**src/rtl/pattern_scan_ctrl.sv**
```systemverilog
// Purpose: accepts parallel words, shifts them out MSB-first through an overlapping 4-bit pattern detector, returns hit count.
// Latency: out_valid rises WORD_W edges after the accepting edge; match_pulse is one cycle after the bit that completes a hit.
// Backpressure: one word in flight; in_ready only in IDLE, result held in DONE until out_ready.
module pattern_scan_ctrl #(
    parameter int         WORD_W  = 16,
    parameter logic [3:0] PATTERN = 4'b1011,
    parameter int         CNT_W   = 5
) (
    input  logic              clk,
    input  logic              reset,
    input  logic              in_valid,
    output logic              in_ready,
    input  logic [WORD_W-1:0] in_data,
    input  logic              in_chain,
    input  logic              abort,
    output logic              busy,
    output logic              match_pulse,
    output logic              out_valid,
    input  logic              out_ready,
    output logic [CNT_W-1:0]  out_count
);

    localparam int BC_W = (WORD_W > 1) ? $clog2(WORD_W) : 1;
    localparam logic [BC_W-1:0] LAST_BIT = BC_W'(WORD_W - 1);

    typedef enum logic [2:0] {
        S_IDLE  = 3'b001,
        S_SHIFT = 3'b010,
        S_DONE  = 3'b100
    } state_t;

    state_t            r_state;
    state_t            w_next_state;
    logic [WORD_W-1:0] r_shreg;
    logic [2:0]        r_hist;      // three most recent bits, newest in [0]
    logic [2:0]        r_fill;      // valid history depth, saturates at 4
    logic [BC_W-1:0]   r_bit_cnt;
    logic [CNT_W-1:0]  r_match_cnt;
    logic              r_match_pulse;

    logic              w_bit;
    logic              w_accept;
    logic              w_shift;
    logic              w_last;
    logic              w_hit;

    assign w_bit    = r_shreg[WORD_W-1];
    assign w_accept = (r_state == S_IDLE) && in_valid && in_ready;
    // abort wins over the shift on the same edge, so that bit is never scored
    assign w_shift  = (r_state == S_SHIFT) && !abort;
    assign w_last   = (r_bit_cnt == LAST_BIT);
    // fill>=3 means three real history bits precede the current one
    assign w_hit    = w_shift && ({r_hist, w_bit} == PATTERN) && (r_fill >= 3'd3);

    // state register
    always_ff @(posedge clk) begin
        if (reset) begin
            r_state <= S_IDLE;
        end else begin
            r_state <= w_next_state;
        end
    end

    // next-state decode
    always_comb begin
        w_next_state = r_state;
        unique case (r_state)
            S_IDLE:  if (w_accept)      w_next_state = S_SHIFT;
            S_SHIFT: if (abort)         w_next_state = S_IDLE;
                     else if (w_last)   w_next_state = S_DONE;
            S_DONE:  if (out_ready)     w_next_state = S_IDLE;
            default:                    w_next_state = S_IDLE;
        endcase
    end

    // output decode; in_ready held low while reset is asserted
    always_comb begin
        in_ready    = (r_state == S_IDLE) && !reset;
        busy        = (r_state != S_IDLE);
        out_valid   = (r_state == S_DONE);
        out_count   = out_valid ? r_match_cnt : '0;
        match_pulse = r_match_pulse;
    end

    // datapath: capture, shift, history and hit counting
    always_ff @(posedge clk) begin
        if (reset) begin
            r_shreg       <= '0;
            r_hist        <= '0;
            r_fill        <= '0;
            r_bit_cnt     <= '0;
            r_match_cnt   <= '0;
            r_match_pulse <= 1'b0;
        end else begin
            r_match_pulse <= 1'b0;
            if (w_accept) begin
                r_shreg     <= in_data;
                r_bit_cnt   <= '0;
                r_match_cnt <= '0;
                if (!in_chain) begin
                    r_hist <= '0;
                    r_fill <= '0;
                end
            end else if ((r_state == S_SHIFT) && abort) begin
                r_hist      <= '0;
                r_fill      <= '0;
                r_match_cnt <= '0;
            end else if (w_shift) begin
                r_shreg   <= {r_shreg[WORD_W-2:0], 1'b0};
                r_hist    <= {r_hist[1:0], w_bit};
                r_fill    <= (r_fill >= 3'd4) ? 3'd4 : r_fill + 3'd1;
                r_bit_cnt <= r_bit_cnt + 1'b1;
                if (w_hit) begin
                    r_match_pulse <= 1'b1;
                    if (r_match_cnt != {CNT_W{1'b1}}) begin
                        r_match_cnt <= r_match_cnt + 1'b1;
                    end
                end
            end
        end
    end

endmodule

```
**config.mk**
```make
export PLATFORM = sky130hd
export DESIGN_NAME = pattern_scan_ctrl
export DESIGN_NICKNAME = d
export VERILOG_FILES = /design/src/rtl/pattern_scan_ctrl.sv
export SDC_FILE = /design/constraint.sdc
export NUM_CORES = 1
export LEC_CHECK = 0
export ABC_CLOCK_PERIOD_IN_PS = 2000
export CELL_PAD_IN_SITES_DETAIL_PLACEMENT = 1
export CELL_PAD_IN_SITES_GLOBAL_PLACEMENT = 1
export CORE_MARGIN = 4
export CORE_UTILIZATION = 34
export DETAILED_ROUTE_END_ITERATION = 10
export PLACE_DENSITY = 0.79
export SLEW_MARGIN = 10
export SYNTH_ARGS = -nofsm -noshare
export SYNTH_HDL_FRONTEND = slang
export SYNTH_SLANG_ARGS = --single-unit
```
**constraint.sdc**
```tcl
create_clock -name clk -period 2 [get_ports clk]
set_clock_uncertainty 0.1 [all_clocks]
set_input_delay 0.4 -clock clk [delete_from_list [all_inputs] [get_ports clk]]
set_output_delay 0.4 -clock clk [all_outputs]
set_load 0.02 [all_outputs]
```
==> run summary, run 1 <==
RUN STATUS
------------------------------------------------------------------------------------
Result of the run                                                       complete, but fails checks
Failing checks                                                          setup timing

WORST HOLD PATH
------------------------------------------------------------------------------------
Hold crit path type                                                     flop to flop

FLOORPLANNING
------------------------------------------------------------------------------------
Width of the chip                                                            77.9 um
Placeable Area                                                           0.00472 mm2
Starting density of the core                                                   35.2%
IO Pins                                                                           31
Die height                                                                   77.9 um
Row cnt                                                                           25
Die outline area                                                         0.00607 mm2

PLACEMENT
------------------------------------------------------------------------------------
Weighted congestion at the end of routability-driven global placement          0.772
Number of input and output port buffers inserted                                  30
HPWL after detailed placement                                                3240 um

YOSYS
------------------------------------------------------------------------------------
Mapped Area                                                              0.00166 mm2
Average footprint of a synthesized cell                                     8.43 um2
Post-synthesis register bit count                                                 35
Warnings from Yosys                                                                0
Unique masters post-synth                                                         43
Proportion of netlist area held by the largest area contributor                42.2%
Ranking of synthesized cells by area                                    sky130_fd_sc_hd__dfxtp_1 42%, sky130_fd_sc_hd__a211oi_1 6.3%, sky130_fd_sc_hd__a21oi_1 6.0%
Post-Synthesis Cells                                                             197
Cell taking the most area after synthesis                               sky130_fd_sc_hd__dfxtp_1
Sequential fraction of the synthesis area                                      42.2%
Post-Synthesis Net Count                                                         225

TIMING
------------------------------------------------------------------------------------
Share of the clock period used by the worst path                                102%
Sum of negative setup slack                                               -0.0738 ns
Pins Over Slew Limit                                                               0
Final Hold Violating Endpoints                                                     0
Setup repair after global routing missed its margin                              yes
Slew HR                                                                        76.4%
Smallest setup slack after layout                                         -0.0395 ns
Measured slew at the worst slew-check pin                                   0.354 ns
Post-route minimum period                                                    2.04 ns
Fmax achieved                                                                490 MHz
Endpoints failing setup                                                            2
Hold slack final                                                            0.365 ns

DETAILED ROUTING
------------------------------------------------------------------------------------
First-pass DRT Iterations                                                          4
Post-detailed-route via-to-cell ratio                                           5.12
Violation count after the first detailed-route iteration                          47
Met1 WL                                                                      1980 um
Average wire per standard cell                                               14.2 um
Number of remaining DRC errors                                                     0
Remaining antenna violation count after routing                                    0
Met2 wire length                                                             2260 um
Via total after detailed routing                                                1633
Highest metal layer used by the detailed router                                 met4
Met3 wire length                                                              194 um
Final WL                                                                     4520 um

GLOBAL ROUTE
------------------------------------------------------------------------------------
Global-route usage over all layers                                             16.0%
Antenna violations before repair                                                   0
Pin count of the biggest net entering global routing                              29
Global-route congestion overflow total                                             0
Global-route wire length before repair                                       7820 um
Via count of the first global-routing pass                                      1635

CELLS AND AREA
------------------------------------------------------------------------------------
Layout-stage area growth over the synthesis result                             41.9%
Antenna fix cells                                                                  0
Proportion of layout cells with a drive suffix above 1                         26.2%
Final-stage net count                                                            279

CLOCK NETWORK
------------------------------------------------------------------------------------
Clock network latency to the later pin of the worst-skew pair                0.29 ns
Total CTS buffers                                                                  5
Hold-fix buffers at CTS                                                            0
CTS tree                                                                       built
H-tree level count                                                                 2
Clock root buffer                                                       sky130_fd_sc_hd__clkbuf_8
CTS sink count                                                                    35
Register clock-pin slew on the reported worst setup and hold paths           0.07 ns
Number of buffers on the longest clock path                                        2

POWER AND IR DROP
------------------------------------------------------------------------------------
Sw power                                                                      363 uW
Fraction of power consumed by the clock network                                34.7%
P_int                                                                        1.07 mW
P_leak                                                                      0.873 nW
Maximum resistive drop on vdd                                               0.307 mV
Combinational group share of total power                                       13.8%
Power density over the cells                                              609 mW/mm2
Switching part of the total                                                    25.3%
Seq pwr share                                                                  51.5%

SETUP PATH
------------------------------------------------------------------------------------
Type of the worst setup path                                            input port to flop
Startpoint type of the worst setup path                                   input port
Required time at the endpoint of the critical path                           2.13 ns
Worst Path Max Fanout                                                              4
Endpoint class of the critical path                                             flop
Arrival time of data at the critical path endpoint                           2.17 ns

FLOW RUN
------------------------------------------------------------------------------------
Count of max-cap constraint violations                                             0

-- metrics by stage --
stage	utilization [%]	instances	worst slack (ns)	power, mW	area (um2)
final	49.9	319	-0.0395	1.44	2360
after global routing	49.9	319	-0.0831	1.50	2360
after CTS	49.6	318	-0.0949	1.45	2340
after detailed placement	47.3	309	-0.522	0.950	2230
after global placement	47.3	309	-0.472	0.944	2230
after floorplan	-	197	-0.103	0.841	1670
-- cells in the mapped netlist, drive strengths merged --
cell and number:
nor3 6, or3 3, a21oi 20, a22oi 2
nor4b 1, or2 1, a211oi 14, o21ai 3
and3 1, or4b 4, nand4 1, or4 2
mux2i 3, a21boi 1, ha 6, nor2 22
nor3b 2, nand4b 1, xnor2 2, buf 4
nor2b 2, nand3 5, nand2 22, xor2 2
clkbuf 8, o31a 1, a41oi 1, and2 5
a211o 1, inv 6, a311oi 1, o311ai 1
o31ai 1, and4bb 1, or3b 2, nor4 2
dfxtp 35, a21o 1, nand2b 1
-- logic make-up (layout without fill, tap and decap cells) --
family	after synthesis	after routing	synth area share, %
fa+ha+maj	6	6	4.52
buf+inv	18	73	4.29
compound gates	47	47	18.1
flops	35	35	42.2
simple gates	84	84	27.0
mux	3	3	1.81
xor+xnor	4	4	2.11
-- worst max-delay path, stage by stage --
cell and delay [ns]:
sky130_fd_sc_hd__clkdlybuf4s15_1 0.20, sky130_fd_sc_hd__or4b_4 0.54, sky130_fd_sc_hd__or4_4 0.56, sky130_fd_sc_hd__or3_4 0.34, sky130_fd_sc_hd__a21oi_2 0.13
-- cell type report --
| type | count | area, um2 |
|---|---|---|
| well taps | 67 | 83.8 |
| clock buffers | 7 | 76.3 |
| clock inverters | 1 | 5.00 |
| fillers | 553 | 2360 |
| multi-input cells | 144 | 938 |
| inverters | 6 | 22.5 |
| flip-flops and latches | 35 | 712 |
| repair buffers | 59 | 520 |
-- layout by cell type (no fill, tap or decap), types with 2 or more instances in the layout --
cell,count
sky130_fd_sc_hd__dfxtp_1,28
sky130_fd_sc_hd__nor2b_1,2
sky130_fd_sc_hd__nand2_1,22
sky130_fd_sc_hd__a211oi_1,14
sky130_fd_sc_hd__inv_1,6
sky130_fd_sc_hd__buf_12,2
sky130_fd_sc_hd__a21oi_1,18
sky130_fd_sc_hd__and2_1,5
sky130_fd_sc_hd__nor2_1,21
sky130_fd_sc_hd__ha_2,2
sky130_fd_sc_hd__ha_1,4
sky130_fd_sc_hd__a21oi_2,2
sky130_fd_sc_hd__a22oi_1,2
sky130_fd_sc_hd__buf_4,26
sky130_fd_sc_hd__clkbuf_1,2
sky130_fd_sc_hd__nand3_1,5
sky130_fd_sc_hd__nor3_1,6
sky130_fd_sc_hd__clkbuf_8,5
sky130_fd_sc_hd__o21ai_0,3
sky130_fd_sc_hd__or3_4,2
sky130_fd_sc_hd__dfxtp_2,6
sky130_fd_sc_hd__xor2_1,2
sky130_fd_sc_hd__clkdlybuf4s50_1,21
sky130_fd_sc_hd__clkbuf_2,5
sky130_fd_sc_hd__xnor2_1,2
sky130_fd_sc_hd__or4b_2,3
sky130_fd_sc_hd__mux2i_1,3
sky130_fd_sc_hd__clkdlybuf4s15_1,3
-- timing repair --
action / CTS / global route
pin swaps: 4 / 3
setup buffers: 1 / 1
setup endpoints to repair: 17 / 22
resized for setup: 25 / 16
-- final timing paths --
kind | startpoint | to | slack (ns) | depth (start not counted)
max | abort | r_match_cnt[3]$_SDFFE_PP0P_ | -0.04 | 5
min | r_shreg[7]$_SDFFE_PP0P_ | r_shreg[8]$_SDFFE_PP0P_ | 0.37 | 2
max reg2reg | r_state[0]$_SDFFE_PP1P_ | r_match_cnt[3]$_SDFFE_PP0P_ | -0.04 | 4
min reg2reg | r_shreg[7]$_SDFFE_PP0P_ | r_shreg[8]$_SDFFE_PP0P_ | 0.37 | 2
-- routing by layer --
layer | vias to the layer above | global-route usage [%]
li1 | 811 | -
met1 | 778 | 19.2
met2 | 32 | 27.2
met3 | 12 | 4.29
met4 | 0 | 5.77
met5 | - | 0
-- power groups by stage --
stage / combinational, mW / sequential (mW) / clock (mW)
6_report: 0.199 / 0.740 / 0.498
5_1_grt: 0.220 / 0.743 / 0.539
4_1_cts: 0.194 / 0.740 / 0.517
3_5_place_dp: 0.195 / 0.755 / 0
3_3_place_gp: 0.190 / 0.754 / 0
2_1_floorplan: 0.0892 / 0.752 / 0
-- registers in the layout, summed over array words and instances (netlist names) --
register and cells:
r_shreg 16, r_match_cnt 5, r_bit_cnt 4, r_fill 3
r_hist 3, r_state 3, match_pulse 1
(Power assumes the default switching activity.)
==> run 2: changes to the inputs <==
CTS_CLUSTER_SIZE = 12   (was default)
SETUP_SLACK_MARGIN = 0.3   (was default)
==> run 2 against run 1 <==
  * The flow still finishes with violations (setup timing)
  * Via count up 12%
  * Sequential power increased by 2%
  * First-iteration DRC count rose by 53%
  * Hold slack gained 0.049 ns
  * Wire length grew 54%
  * Cell area rose by 30%
  * Sequential share of layout area fell by 7.0 points
  * Total power increased by 14%
  * Worst setup slack got worse by 0.083 ns
  * Die area unchanged
  * Combinational power rose by 66%
  * Flip-flop and latch count is the same
  * Critical endpoint is now r_match_cnt[1]$_SDFFE_PP0P_
  * Largest power group unchanged
  * Highest routed layer unchanged
==> run summary, run 2 (synthesis gave the netlist of run 1 again) <==
CLOCK NETWORK
-------------------------------------------------------------------------------------
Clock root buffer                                                        sky130_fd_sc_hd__clkbuf_8
Number of buffers on the longest clock path                                         2   unchanged
Total CTS buffers                                                                   5   unchanged
Register clock-pin slew on the reported worst setup and hold paths            0.08 ns   about the same
Hold-fix buffers at CTS                                                             0   unchanged
CTS sink count                                                                     35   unchanged
CTS tree                                                                        built
Clock network latency to the later pin of the worst-skew pair                 0.30 ns   about the same
H-tree level count                                                                  2   unchanged

FLOORPLANNING
-------------------------------------------------------------------------------------
Placeable Area                                                            0.00472 mm2   unchanged
Die height                                                                    77.9 um   unchanged
Width of the chip                                                             77.9 um   unchanged
Starting density of the core                                                    35.2%   unchanged
Die outline area                                                          0.00607 mm2   unchanged
IO Pins                                                                            31   unchanged
Row cnt                                                                            25   unchanged

SETUP PATH
-------------------------------------------------------------------------------------
Arrival time of data at the critical path endpoint                            2.22 ns   +0.05 ns
Worst Path Max Fanout                                                               3   -1
Internal reg-to-reg setup slack                                              -0.12 ns   -0.08 ns
Gate family responsible for the most delay along the worst path          simple AND/OR/NAND/NOR gates
Required time at the endpoint of the critical path                            2.09 ns   -0.04 ns
Slowest cell on crit path                                                sky130_fd_sc_hd__or4b_4
Critical path buffers and inverters                                                 3   +2
Startpoint type of the worst setup path                                          flop
Biggest cell delay along the critical path                                    0.56 ns   about the same
Type of the worst setup path                                             flop to flop
Crit path cell chain                                                     or4b_4, buf_6, buf_12, nor4_4, buf_4, mux2i_1, nor2_1
Endpoint class of the critical path                                              flop

TIMING
-------------------------------------------------------------------------------------
Measured slew at the worst slew-check pin                                    0.569 ns   +0.215 ns
Hold slack final                                                             0.414 ns   +0.0491 ns
Post-route minimum period                                                     2.12 ns   +0.0831 ns
Fmax achieved                                                                 471 MHz   -3.9%
Smallest setup slack after layout                                           -0.123 ns   -0.0831 ns
Endpoints failing setup                                                             7   +5
Pins Over Slew Limit                                                                0   unchanged
Setup repair after global routing missed its margin                               yes
Slew HR                                                                         62.0%   -14 points
Final Hold Violating Endpoints                                                      0   unchanged
Share of the clock period used by the worst path                                 106%   +4.2 points

CELLS AND AREA
-------------------------------------------------------------------------------------
Final instance area                                                       0.00307 mm2   +30%
Final Instance Count excl. Fillers                                                338   +6.0%
Register containing the most flip-flops in the final layout                   r_shreg
Antenna fix cells                                                                   0   unchanged
Highest-count cells in the layout ignoring fill and taps                 32 x sky130_fd_sc_hd__dfxtp_1, 27 x sky130_fd_sc_hd__buf_4, 23 x sky130_fd_sc_hd__buf_6
Largest registers ranked by flip-flop count                              r_shreg x16, r_match_cnt x5, r_bit_cnt x4
Layout-stage area growth over the synthesis result                              84.8%
Final-stage net count                                                             299   +7.2%
Proportion of layout cells with a drive suffix above 1                          51.7%   +25 points
Max FFs per register                                                               16   unchanged
Most frequent standard cell in the layout excluding fill and tap cells   sky130_fd_sc_hd__dfxtp_1

DETAILED ROUTING
-------------------------------------------------------------------------------------
Number of remaining DRC errors                                                      0   unchanged
Final WL                                                                      6950 um   +54%
Violation count after the first detailed-route iteration                           72   +53%
Met3 wire length                                                               310 um   +60%
First-pass DRT Iterations                                                           4   unchanged
Met1 WL                                                                       2610 um   +32%
Met2 wire length                                                              3650 um   +61%
Highest metal layer used by the detailed router                                  met4
Remaining antenna violation count after routing                                     0   unchanged
Average wire per standard cell                                                20.5 um   +45%
Post-detailed-route via-to-cell ratio                                            5.42   +5.9%
Via total after detailed routing                                                 1833   +12%

PLACEMENT
-------------------------------------------------------------------------------------
Weighted congestion at the end of routability-driven global placement           0.766   -0.87%
Area post-placement                                                       0.00223 mm2   -0.28%
Number of input and output port buffers inserted                                   30   unchanged
Worst Setup Slack post-DPL                                                  -0.480 ns   +0.0422 ns
HPWL after detailed placement                                                 3210 um   -0.94%
Post-placement cell count                                                         308   -0.32%

GLOBAL ROUTE
-------------------------------------------------------------------------------------
Global-route congestion overflow total                                              0   unchanged
Via count of the first global-routing pass                                       1940   +19%
Global-route usage over all layers                                              21.0%   +5.0 points
Antenna violations before repair                                                    0   unchanged
Global-route wire length before repair                                        9760 um   +25%
Pin count of the biggest net entering global routing                               19   -34%

POWER AND IR DROP
-------------------------------------------------------------------------------------
Power density over the cells                                               532 mW/mm2   -13%
Power consumption                                                             1.63 mW   +14%
Maximum resistive drop on vdd                                                0.529 mV   +73%
P_leak                                                                        1.17 nW   +34%

RUN STATUS
-------------------------------------------------------------------------------------
Failing checks                                                           setup timing
Result of the run                                                        complete, but fails checks

FLOW RUN
-------------------------------------------------------------------------------------
Count of max-cap constraint violations                                              0   unchanged

WORST HOLD PATH
-------------------------------------------------------------------------------------
Hold crit path type                                                      flop to flop

==> run 2: repair_timing <==
item | 4_1_cts | 5_1_grt
cloned | 2 | 0
buffers inserted | 12 | 9
pin swaps | 28 | 35
gates resized for setup | 100 | 71
endpoints found under the setup margin | 41 | 43
==> run 2: worst register-to-register path, stage by stage, from the launching register on <==
cell and delay [ns]:
sky130_fd_sc_hd__dfxtp_4 0.36, sky130_fd_sc_hd__or4b_4 0.56, sky130_fd_sc_hd__buf_6 0.14, sky130_fd_sc_hd__buf_12 0.12, sky130_fd_sc_hd__nor4_4 0.26, sky130_fd_sc_hd__buf_4 0.17, sky130_fd_sc_hd__mux2i_1 0.23, sky130_fd_sc_hd__nor2_1 0.07
==> run 2: path summary, 6_finish.rpt <==
path,start,end,depth (start not counted)
max,r_state[0]$_SDFFE_PP1P_,r_match_cnt[1]$_SDFFE_PP0P_,7
min,r_shreg[7]$_SDFFE_PP0P_,r_shreg[8]$_SDFFE_PP0P_,2
max reg2reg,r_state[0]$_SDFFE_PP1P_,r_match_cnt[1]$_SDFFE_PP0P_,7
min reg2reg,r_shreg[7]$_SDFFE_PP0P_,r_shreg[8]$_SDFFE_PP0P_,2
==> run 2: power by group <==
part	switching (mW)	internal, mW
Combinational	0.156	0.174
Clock	0.280	0.271
Sequential	0.0313	0.721
Total	0.467	1.17
==> run 2: stage by stage <==
step	utilization, %	setup TNS (ns)
2_1_floorplan	-	-0.205
3_3_place_gp	47.2	-4.58
3_5_place_dp	47.2	-5.42
4_1_cts	57.6	-0.279
5_1_grt	65.0	-1.48
6_report	65.0	-0.487
==> run 2: layout make-up <==
cell class / instances / area, um2
fillers: 486 / 1650
multi-input cells: 144 / 1330
repair buffers: 79 / 832
flip-flops and latches: 35 / 712
well taps: 67 / 83.8
clock buffers: 6 / 82.6
inverters: 6 / 22.5
clock inverters: 1 / 5.00
==> run 2: routing by layer <==
metal  global-route usage (%)  vias to the layer above
met5                        0                        -
met4                     11.4                        0
met3                     6.26                       29
met2                     37.8                       59
met1                     21.7                      894
li1                         -                      851
==> run 3: changes to the inputs <==
CORE_UTILIZATION = 33   (was 34)
PLACE_DENSITY = 0.77   (was 0.79)
==> run 3 against run 2 <==
  * The flow still finishes with violations (setup timing)
  * Flip-flop and latch count unchanged
  * Clock power increased by 17%
  * Register-to-register slack improved by 0.06 ns
  * First-iteration DRC count increased by 9.7%
  * Sequential share of layout area decreased by 0.37 points
  * Hold slack got worse by 0.024 ns
  * Cell count increased by 1.2%
  * Count of clock-buffer cells in the layout unchanged
  * Sequential power about the same
  * Wire length increased by 5.5%
  * Largest cell class unchanged
  * Highest routed layer unchanged
==> run summary, run 3 (synthesis gave the netlist of run 1 again) <==
CLOCK NETWORK
------------------------------------------------------------------------------------
Clock network latency to the later pin of the worst-skew pair                0.30 ns   about the same
Register clock-pin slew on the reported worst setup and hold paths           0.09 ns   about the same
Number of buffers on the longest clock path                                        2   unchanged
H-tree level count                                                                 2   unchanged
CTS sink count                                                                    35   unchanged
CTS tree                                                                       built
Total CTS buffers                                                                  5   unchanged
Clock root buffer                                                       sky130_fd_sc_hd__clkbuf_8

SETUP PATH
------------------------------------------------------------------------------------
Most common cell type on the critical path                              sky130_fd_sc_hd__buf_6
Arrival time of data at the critical path endpoint                           2.18 ns   -0.04 ns
Worst r2r src                                                           r_state[2]$_SDFFE_PP0P_
Internal reg-to-reg setup slack                                             -0.06 ns   +0.06 ns
Slowest cell on crit path                                               sky130_fd_sc_hd__or3b_4
Length in cells of the worst reg-to-reg path                                       8   +1
Critical Path End                                                       r_fill[0]$_SDFFE_PP0P_
Startpoint type of the worst setup path                                         flop
Worst Path Max Fanout                                                              4   +1
Path length in cells of the critical path                                          8   +1
Required time at the endpoint of the critical path                           2.12 ns   +0.03 ns
Biggest cell delay along the critical path                                   0.40 ns   -0.16 ns
Crit path cell chain                                                    buf_6, buf_6, buf_6, or3b_4, buf_6, o31a_1, or3_1, a21oi_2
Endpoint class of the critical path                                             flop
Type of the worst setup path                                            flop to flop
Critical path buffers and inverters                                                4   +1
Reg2reg end                                                             r_fill[0]$_SDFFE_PP0P_
Gate family responsible for the most delay along the worst path         simple AND/OR/NAND/NOR gates
CP Launch Point                                                         r_state[2]$_SDFFE_PP0P_

FLOORPLANNING
------------------------------------------------------------------------------------
Die height                                                                   79.0 um   +1.4%
IO Pins                                                                           31   unchanged
Row cnt                                                                           25   unchanged
Width of the chip                                                            79.0 um   +1.4%
Placeable Area                                                           0.00479 mm2   +1.3%
Starting density of the core                                                   34.7%   -0.46 points
Die outline area                                                         0.00623 mm2   +2.7%

TIMING
------------------------------------------------------------------------------------
Measured slew at the worst slew-check pin                                   0.342 ns   -0.227 ns
Setup repair after global routing missed its margin                              yes
Final Hold Violating Endpoints                                                     0   unchanged
Slew HR                                                                        77.2%   +15 points
Smallest setup slack after layout                                         -0.0590 ns   +0.0635 ns
Fmax achieved                                                                486 MHz   +3.1%
Post-route minimum period                                                    2.06 ns   -0.0635 ns
Pins Over Slew Limit                                                               0   unchanged
Share of the clock period used by the worst path                                103%   -3.2 points
Sum of negative setup slack                                                -0.130 ns   +0.357 ns
Endpoints failing setup                                                            4   -3

POWER AND IR DROP
------------------------------------------------------------------------------------
Seq pwr share                                                                  43.5%   -2.6 points
Sw power                                                                      461 uW   -1.3%
Fraction of power consumed by the clock network                                37.2%   +3.5 points
Power density over the cells                                              547 mW/mm2   +2.8%
P_int                                                                        1.27 mW   +8.6%
P_leak                                                                       1.17 nW   +0.41%
Maximum resistive drop on vdd                                               0.448 mV   -15%
Switching part of the total                                                    26.7%   -1.9 points
Combinational group share of total power                                       19.3%   -0.9 points

CELLS AND AREA
------------------------------------------------------------------------------------
Final-stage net count                                                            303   +1.3%
Layout-stage area growth over the synthesis result                             90.1%
Register containing the most flip-flops in the final layout                  r_shreg
Largest registers ranked by flip-flop count                             r_shreg x16, r_match_cnt x5, r_bit_cnt x4
Max FFs per register                                                              16   unchanged
Highest-count cells in the layout ignoring fill and taps                27 x sky130_fd_sc_hd__dfxtp_1, 27 x sky130_fd_sc_hd__buf_6, 26 x sky130_fd_sc_hd__buf_4
Antenna fix cells                                                                  0   unchanged
Final instance area                                                      0.00316 mm2   +2.9%
Proportion of layout cells with a drive suffix above 1                         54.5%   +2.9 points

WORST HOLD PATH
------------------------------------------------------------------------------------
Hold crit path type                                                     flop to flop
Critical hold path startpoint                                           r_shreg[13]$_SDFFE_PP0P_

PLACEMENT
------------------------------------------------------------------------------------
Area post-placement                                                      0.00225 mm2   +0.90%
Number of input and output port buffers inserted                                  30   unchanged
HPWL after detailed placement                                                3330 um   +3.9%
Worst Setup Slack post-DPL                                                 -0.516 ns   -0.0369 ns
Weighted congestion at the end of routability-driven global placement          0.811   +6.0%

DETAILED ROUTING
------------------------------------------------------------------------------------
Post-detailed-route via-to-cell ratio                                           5.43   +0.18%
Violation count after the first detailed-route iteration                          79   +9.7%
Via total after detailed routing                                                1858   +1.4%
First-pass DRT Iterations                                                          4   unchanged
Remaining antenna violation count after routing                                    0   unchanged
Final WL                                                                     7330 um   +5.5%
Average wire per standard cell                                               21.4 um   +4.3%
Number of remaining DRC errors                                                     0   unchanged

GLOBAL ROUTE
------------------------------------------------------------------------------------
Via count of the first global-routing pass                                      1856   -4.3%
Global-route wire length before repair                                       9200 um   -5.7%
Global-route congestion overflow total                                             0   unchanged
Pin count of the biggest net entering global routing                              19   unchanged
Antenna violations before repair                                                   0   unchanged
Global-route usage over all layers                                             19.2%   -1.9 points

RUN STATUS
------------------------------------------------------------------------------------
Result of the run                                                       complete, but fails checks
Failing checks                                                          setup timing

FLOW RUN
------------------------------------------------------------------------------------
Count of max-cap constraint violations                                             0   unchanged

==> run 3: how the worst min path moves through the flow <==
stage                               end  slack (ns)  cells after the start
2_1_floorplan    r_hist[2]$_SDFFE_PP0P_        0.34                      2
3_3_place_gp     r_hist[2]$_SDFFE_PP0P_        0.35                      2
3_5_place_dp   r_shreg[13]$_SDFFE_PP0P_        0.35                      2
4_1_cts        r_shreg[13]$_SDFFE_PP0P_        0.37                      2
5_1_grt        r_shreg[13]$_SDFFE_PP0P_        0.40                      2
6_report       r_shreg[13]$_SDFFE_PP0P_        0.39                      2
==> run 3: repair_timing <==
action | CTS | global route
endpoints found under the setup margin | 43 | 43
hold buffers | 0 | 0
gates resized for setup | 119 | 67
cloned | 3 | 0
setup buffers | 15 | 8
endpoints found under the hold margin | 0 | 0
pin swaps | 30 | 23
==> run 3: area by class of cell <==
cell class	instances	area [um2]
multi-input cells	144	1350
flip-flops and latches	35	721
fillers	492	1630
well taps	67	83.8
inverters	6	22.5
clock buffers	6	72.6
clock inverters	1	30.0
repair buffers	83	882
==> run 3: power by group through the flow <==
stage	Sequential, mW	Clock, mW	Combinational [mW]
after detailed placement	0.757	0	0.195
after global placement	0.755	0	0.190
final	0.752	0.643	0.333
after floorplan	0.752	0	0.0899
after CTS	0.743	0.632	0.269
after global routing	0.754	0.674	0.354
==> run 3: metrics by stage <==
| step | utilization [%] | instances | hold WS [ns] | total power [mW] |
|---|---|---|---|---|
| 2_1_floorplan | - | 197 | 0.336 | 0.842 |
| 3_3_place_gp | 47.0 | 309 | 0.350 | 0.945 |
| 3_5_place_dp | 47.0 | 309 | 0.353 | 0.952 |
| 4_1_cts | 58.0 | 334 | 0.371 | 1.64 |
| 5_1_grt | 66.0 | 342 | 0.405 | 1.78 |
| 6_report | 66.0 | 342 | 0.391 | 1.73 |
==> run 3: routing by layer <==
metal / GRT usage, % / up-vias / wire length (um)
met3: 5.10 / 21 / 291
met5: 0 / - / 0
met1: 20.9 / 925 / 2950
met4: 7.56 / 0 / 224
li1: - / 857 / -
met2: 34.9 / 55 / 3870
==> run 3: tightest hold or removal path, cell delays in order (launching register included) <==
cell	delay (ns)
sky130_fd_sc_hd__dfxtp_1	0.32
sky130_fd_sc_hd__nand2_1	0.07
sky130_fd_sc_hd__a211oi_2	0.05
